<file path="src/rtl/ysyx_24100029_axi_arbiter.sv">
// Two-master (IFU read, LSU read/write) to one-slave AXI arbiter with a registered grant FSM.
// Define YSYX_24100029_AXI_ARB_RR_EN to make IDLE read selection round-robin between the two readers.
module ysyx_24100029_axi_arbiter #(
  parameter int ADDR_W = 32,
  parameter int DATA_W = 32,
  parameter int ID_W   = 4
) (
  input  logic                  clock,
  input  logic                  reset,
  // IFU read master
  input  logic                  m0_arvalid,
  input  logic [ADDR_W-1:0]     m0_araddr,
  input  logic [ID_W-1:0]       m0_arid,
  input  logic [7:0]            m0_arlen,
  input  logic [2:0]            m0_arsize,
  input  logic [1:0]            m0_arburst,
  output logic                  m0_arready,
  output logic                  m0_rvalid,
  output logic [DATA_W-1:0]     m0_rdata,
  output logic [1:0]            m0_rresp,
  output logic                  m0_rlast,
  output logic [ID_W-1:0]       m0_rid,
  input  logic                  m0_rready,
  // LSU read/write master
  input  logic                  m1_arvalid,
  input  logic [ADDR_W-1:0]     m1_araddr,
  input  logic [ID_W-1:0]       m1_arid,
  input  logic [7:0]            m1_arlen,
  input  logic [2:0]            m1_arsize,
  input  logic [1:0]            m1_arburst,
  output logic                  m1_arready,
  output logic                  m1_rvalid,
  output logic [DATA_W-1:0]     m1_rdata,
  output logic [1:0]            m1_rresp,
  output logic                  m1_rlast,
  output logic [ID_W-1:0]       m1_rid,
  input  logic                  m1_rready,
  input  logic                  m1_awvalid,
  input  logic [ADDR_W-1:0]     m1_awaddr,
  input  logic [ID_W-1:0]       m1_awid,
  input  logic [7:0]            m1_awlen,
  input  logic [2:0]            m1_awsize,
  input  logic [1:0]            m1_awburst,
  output logic                  m1_awready,
  input  logic                  m1_wvalid,
  input  logic [DATA_W-1:0]     m1_wdata,
  input  logic [DATA_W/8-1:0]   m1_wstrb,
  input  logic                  m1_wlast,
  output logic                  m1_wready,
  output logic                  m1_bvalid,
  output logic [1:0]            m1_bresp,
  output logic [ID_W-1:0]       m1_bid,
  input  logic                  m1_bready,
  // Slave side
  output logic                  s_arvalid,
  output logic [ADDR_W-1:0]     s_araddr,
  output logic [ID_W-1:0]       s_arid,
  output logic [7:0]            s_arlen,
  output logic [2:0]            s_arsize,
  output logic [1:0]            s_arburst,
  input  logic                  s_arready,
  input  logic                  s_rvalid,
  input  logic [DATA_W-1:0]     s_rdata,
  input  logic [1:0]            s_rresp,
  input  logic                  s_rlast,
  input  logic [ID_W-1:0]       s_rid,
  output logic                  s_rready,
  output logic                  s_awvalid,
  output logic [ADDR_W-1:0]     s_awaddr,
  output logic [ID_W-1:0]       s_awid,
  output logic [7:0]            s_awlen,
  output logic [2:0]            s_awsize,
  output logic [1:0]            s_awburst,
  input  logic                  s_awready,
  output logic                  s_wvalid,
  output logic [DATA_W-1:0]     s_wdata,
  output logic [DATA_W/8-1:0]   s_wstrb,
  output logic                  s_wlast,
  input  logic                  s_wready,
  input  logic                  s_bvalid,
  input  logic [1:0]            s_bresp,
  input  logic [ID_W-1:0]       s_bid,
  output logic                  s_bready,
  output logic                  busy
);

  typedef enum logic [1:0] {IDLE, RD0, RD1, WR} state_e;

  state_e state_q, state_d;
  logic   ar_done_q, ar_done_d;
  logic   aw_done_q, aw_done_d;
  logic   w_done_q, w_done_d;
  logic   rd_pick_m1;
  logic   ar_hs, r_end, aw_hs, w_end, b_hs;

`ifdef YSYX_24100029_AXI_ARB_RR_EN
  // last_rd_q: 0 = IFU served last, 1 = LSU served last; the last one yields on a tie
  logic last_rd_q, last_rd_d;
  assign rd_pick_m1 = m1_arvalid & (~m0_arvalid | ~last_rd_q);
`else
  assign rd_pick_m1 = m1_arvalid;
`endif

  assign ar_hs = s_arvalid & s_arready;
  assign r_end = s_rvalid & s_rready & s_rlast;
  assign aw_hs = s_awvalid & s_awready;
  assign w_end = s_wvalid & s_wready & s_wlast;
  assign b_hs  = s_bvalid & s_bready;
  assign busy  = (state_q != IDLE);

  always_ff @(posedge clock) begin
    if (reset) begin
      state_q   <= IDLE;
      ar_done_q <= 1'b0;
      aw_done_q <= 1'b0;
      w_done_q  <= 1'b0;
`ifdef YSYX_24100029_AXI_ARB_RR_EN
      last_rd_q <= 1'b0;
`endif
    end else begin
      state_q   <= state_d;
      ar_done_q <= ar_done_d;
      aw_done_q <= aw_done_d;
      w_done_q  <= w_done_d;
`ifdef YSYX_24100029_AXI_ARB_RR_EN
      last_rd_q <= last_rd_d;
`endif
    end
  end

  always_comb begin
    state_d   = state_q;
    ar_done_d = ar_done_q;
    aw_done_d = aw_done_q;
    w_done_d  = w_done_q;
`ifdef YSYX_24100029_AXI_ARB_RR_EN
    last_rd_d = last_rd_q;
`endif
    case (state_q)
      IDLE: begin
        ar_done_d = 1'b0;
        aw_done_d = 1'b0;
        w_done_d  = 1'b0;
        if (m1_awvalid) begin
          state_d = WR;
        end else if (rd_pick_m1) begin
          state_d = RD1;
`ifdef YSYX_24100029_AXI_ARB_RR_EN
          last_rd_d = 1'b1;
`endif
        end else if (m0_arvalid) begin
          state_d = RD0;
`ifdef YSYX_24100029_AXI_ARB_RR_EN
          last_rd_d = 1'b0;
`endif
        end
      end
      RD0, RD1: begin
        if (ar_hs) ar_done_d = 1'b1;
        if (r_end) begin
          state_d   = IDLE;
          ar_done_d = 1'b0;
        end
      end
      WR: begin
        if (aw_hs) aw_done_d = 1'b1;
        // w_done waits for the last beat so multi-beat writes still stream through
        if (w_end) w_done_d = 1'b1;
        if (b_hs) begin
          state_d   = IDLE;
          aw_done_d = 1'b0;
          w_done_d  = 1'b0;
        end
      end
      default: state_d = IDLE;
    endcase
  end

  always_comb begin
    m0_arready = 1'b0;
    m0_rvalid  = 1'b0;
    m0_rdata   = '0;
    m0_rresp   = '0;
    m0_rlast   = 1'b0;
    m0_rid     = '0;
    m1_arready = 1'b0;
    m1_rvalid  = 1'b0;
    m1_rdata   = '0;
    m1_rresp   = '0;
    m1_rlast   = 1'b0;
    m1_rid     = '0;
    m1_awready = 1'b0;
    m1_wready  = 1'b0;
    m1_bvalid  = 1'b0;
    m1_bresp   = '0;
    m1_bid     = '0;
    s_arvalid  = 1'b0;
    s_araddr   = '0;
    s_arid     = '0;
    s_arlen    = '0;
    s_arsize   = '0;
    s_arburst  = '0;
    s_rready   = 1'b0;
    s_awvalid  = 1'b0;
    s_awaddr   = '0;
    s_awid     = '0;
    s_awlen    = '0;
    s_awsize   = '0;
    s_awburst  = '0;
    s_wvalid   = 1'b0;
    s_wdata    = '0;
    s_wstrb    = '0;
    s_wlast    = 1'b0;
    s_bready   = 1'b0;
    case (state_q)
      RD0: begin
        s_arvalid  = m0_arvalid & ~ar_done_q;
        s_araddr   = m0_araddr;
        s_arid     = m0_arid;
        s_arlen    = m0_arlen;
        s_arsize   = m0_arsize;
        s_arburst  = m0_arburst;
        m0_arready = s_arready & ~ar_done_q;
        m0_rvalid  = s_rvalid;
        m0_rdata   = s_rdata;
        m0_rresp   = s_rresp;
        m0_rlast   = s_rlast;
        m0_rid     = s_rid;
        s_rready   = m0_rready;
      end
      RD1: begin
        s_arvalid  = m1_arvalid & ~ar_done_q;
        s_araddr   = m1_araddr;
        s_arid     = m1_arid;
        s_arlen    = m1_arlen;
        s_arsize   = m1_arsize;
        s_arburst  = m1_arburst;
        m1_arready = s_arready & ~ar_done_q;
        m1_rvalid  = s_rvalid;
        m1_rdata   = s_rdata;
        m1_rresp   = s_rresp;
        m1_rlast   = s_rlast;
        m1_rid     = s_rid;
        s_rready   = m1_rready;
      end
      WR: begin
        s_awvalid  = m1_awvalid & ~aw_done_q;
        s_awaddr   = m1_awaddr;
        s_awid     = m1_awid;
        s_awlen    = m1_awlen;
        s_awsize   = m1_awsize;
        s_awburst  = m1_awburst;
        m1_awready = s_awready & ~aw_done_q;
        s_wvalid   = m1_wvalid & ~w_done_q;
        s_wdata    = m1_wdata;
        s_wstrb    = m1_wstrb;
        s_wlast    = m1_wlast;
        m1_wready  = s_wready & ~w_done_q;
        m1_bvalid  = s_bvalid;
        m1_bresp   = s_bresp;
        m1_bid     = s_bid;
        s_bready   = m1_bready;
      end
      default: ;
    endcase
  end

endmodule
</file>
<file path="config.mk">
export PLATFORM = sky130hd
export DESIGN_NAME = ysyx_24100029_axi_arbiter
export DESIGN_NICKNAME = d
export VERILOG_FILES = /design/src/rtl/ysyx_24100029_axi_arbiter.sv
export SDC_FILE = /design/constraint.sdc
export NUM_CORES = 1
export LEC_CHECK = 0
export BUFFER_PORTS_ARGS = -buffer_cell sky130_fd_sc_hd__buf_2
export CELL_PAD_IN_SITES_DETAIL_PLACEMENT = 1
export CELL_PAD_IN_SITES_GLOBAL_PLACEMENT = 1
export CORE_AREA = 2 2 184 186
export DETAILED_ROUTE_END_ITERATION = 12
export DIE_AREA = 0 0 186 188
export PLACE_DENSITY = 0.51
export SYNTH_ARGS = -nofsm -noshare
export SYNTH_HDL_FRONTEND = slang
export SYNTH_SLANG_ARGS = --single-unit
</file>
<file path="constraint.sdc">
create_clock -name clock -period 1.74 [get_ports clock]
set_input_delay 0.087 -clock clock [delete_from_list [all_inputs] [get_ports clock]]
set_output_delay 0.087 -clock clock [all_outputs]
set_load 0.03 [all_outputs]
</file>
==> reports/qor.csv <==
stage,metric,value,unit
run_status,status,completed,
pwr,p_per_area,909.2,nW/um2
clock_network,worstSkewPairLatency,230,ps
clock_network,ctsHoldBuffers,0,
clock_network,h-tree-depth,1,
global_route,track_usage,10.08,%
sta,worstMarginPinSlew,390.0,ps
clock_network,cts_tree,done,
pwr,sequentialPowerShare,3.1,%
routing,postRouteWirelength,19630,um
run,drv_cap,0,
routing,vias,4399,
worst_hold_path,whs_path_depth,3,
sta,skew,0.4516,ps
clock_network,cts_buffer_depth,2,
logic_synthesis,ys_seq_area_share,4.249,%
critical_path,end_kind,output pin,
place,port_buffers,474,
die,rows,67,
cells_and_area,drive_gt1_share,62.65,%
pwr,clkPwrFrac,7.6,%
routing,antenna_left,0,
logic_synthesis,ys_types,30,
sta,finalWorstSetupSlack,61.29,ps
sta,rsz0062_at_grt,yes,
sta,final.min_clock_period,1679,ps
global_route,grt_pass1_vias,4557,
place,place_ws,30.68,ps
global_route,antenna_found_initial,11,
cells_and_area,area_delta_synth_final,139.0,%
sta,setup_viol,0,
logic_synthesis,syn-mean-instance-area,6.599,um2
critical_path,reg2reg_depth,6,
cells_and_area,num-fill-cells,4164,
place,hpwlAfterDp,16530,um
routing,wire_per_inst,15.46,um
critical_path,start_kind,flop,
die,fp.coreArea,33110,um2
routing,drt-initial-drc-count,74,
pwr,ir_worst_vdd,0.3035,mV
clock_network,clock_sinks,5,
pwr,combPwrFrac,89.3,%
clock_network,clkTransAtPathRegs,40,ps
die,dieArea,34970,um2
clock_network,cts_root_buf,clkbuf_16,
routing,firstDrtPassIters,4,
sta,slew_violations,0,
sta,hold_viol,0,
sta,fin_crit_sh,96.48,%
critical_path,criticalPathCategory,flop to output pin,
routing,via_per_inst,3.464,
pwr,internal_power,2.193,mW
sta,max_freq,595.7,MHz
routing,drt_drc_violations_left,0,
logic_synthesis,ys_warn_count,0,
die,dieWidth,186,um
cells_and_area,fin_util,17.00,%
logic_synthesis,synth_fp_nets,605,
sta,slew_headroom,73.93,%
worst_hold_path,hold_path.class,input pin to flop,
critical_path,cp_max_fo,51,
global_route,grt-ovfl-total,0,
critical_path,critPathRequiredTime,1650,ps
die,initial_core_util,7.115,%
die,fp.dieH,188,um
critical_path,critPathArrivalTime,1590,ps
place,gp_congestion,0.7431,
die,ios,475,
pwr,p_sw_share,57.16,%
logic_synthesis,synth_cells,357,
clock_network,cts_buffers,3,
global_route,grt_pass1_wl,26500,um
logic_synthesis,synthesis.area,2356,um2
logic_synthesis,ys_ff_latch,5,
pwr,p_leak,3.215,nW
global_route,grt_start_max_net_pins,52,
cells_and_area,nets,1063,
pwr,power_switching,2.926,mW
[layer usage]
metal	vias up	track usage (%)	wire, um
met4	6	1.211	127
met3	12	3.107	1779
met2	275	20.40	10520
met5	-	0	40
met1	1999	10.08	7163
li1	2107	-	-
[area by class of cell]
class | instances | area (um2) | share of cell area [%]
repair buffers | 490 | 2684 | 47.67
inverters | 3 | 13.76 | 0.2444
diodes | 8 | 20.02 | 0.3556
multi-input cells | 312 | 2172 | 38.58
clock buffers | 4 | 78.83 | 1.400
flip-flops and latches | 5 | 101.3 | 1.800
well taps | 448 | 560.5 | 9.956
[final timing paths]
check	slack (ps)	startpoint	end
max	60	state_q[1]	s_wdata[10]
max reg2reg	120	state_q[1]	state_q[1]
min reg2reg	500	w_done_q	w_done_q
min	150	m1_wvalid	w_done_q
[placed cells by master (no fill, tap or decap), drive strengths merged, types with 2 or more instances in the layout]
cell,instances
buf,476
and2,174
nor2b,52
a22oi,50
clkbuf,18
diode,8
and3b,6
ha,5
dfxtp,5
inv,3
nand3,2
a31oi,2
nor3,2
a2111oi,2
o21bai,2
o32ai,2
a21boi,2
[cells in the mapped netlist]
cell type	instances	area [um2]
a22oi_1	49	367.9
o32ai_1	2	17.52
nor3_1	2	10.01
o211ai_1	1	7.510
clkbuf_1	28	105.1
a21boi_1	2	15.01
nor4b_1	1	8.760
mux2_2	1	11.26
a211o_1	1	8.760
buf_2	5	25.02
buf_1	1	3.750
o21ai_0	1	5.000
a22oi_4	1	21.27
nand4_1	1	6.260
nor2_1	1	3.750
a2111oi_0	2	17.52
o22ai_1	1	6.260
and3b_1	6	52.55
o21bai_1	2	15.01
nor2b_1	52	325.3
nand3_1	2	10.01
ha_1	5	62.56
nand2b_1	1	6.260
and2_1	174	1089
nand2_1	1	3.750
a31oi_1	2	12.51
buf_4	3	22.52
a21oi_1	1	5.000
inv_1	3	11.26
dfxtp_1	5	100.1
[registers in the layout (all words and copies together) (netlist names)]
signal / flops
aw_done_q: 1
state_q: 2
ar_done_q: 1
w_done_q: 1
[power groups by stage]
stage	Clock, mW	Combinational [mW]	Sequential [mW]
finish	0.390	4.57	0.160
global route	0.419	4.91	0.163
CTS	0.409	4.48	0.157
detailed placement	0	4.23	0.150
global placement	0	4.22	0.150
floorplan	0	2.82	0.149
[timing repair]
item,CTS,global route
pin swaps,0,2
resized for setup,21,32
setup endpoints to repair,64,78
gates cloned,2,1
buffers inserted,1,1
[cells by family (layout without fill, tap and decap cells)]
family	Yosys count	in the layout	synth area share (%)
multiplexers	1	1	0.4779
buffers and inverters	40	497	7.116
other	0	8	0
AND/OR/NAND/NOR	241	241	64.31
AO/OA/AOI/OAI	65	65	21.19
adder cells (fa/ha/maj)	5	5	2.655
flip-flops	5	5	4.249
[metrics by stage]
stage	instance area (um2)	power [mW]	hold slack [ps]	std cells	TNS [ps]
6_report	5630	5.119	145.5	1270	0
5_1_grt	5623	5.497	171.3	1267	-72.08
4_1_cts	5495	5.042	145.2	1260	0
3_5_place_dp	5260	4.379	388.6	1253	0
3_3_place_gp	5260	4.373	375.5	1253	0
2_1_floorplan	2356	2.964	156.1	357	0
[critical path, stage by stage, from the launching register on]
cell,delay (ps)
dfxtp_1,340
buf_4,160
ha_4,200
buf_12,230
and2_1,220
clkbuf_4,210
(Power assumes the default switching activity.)
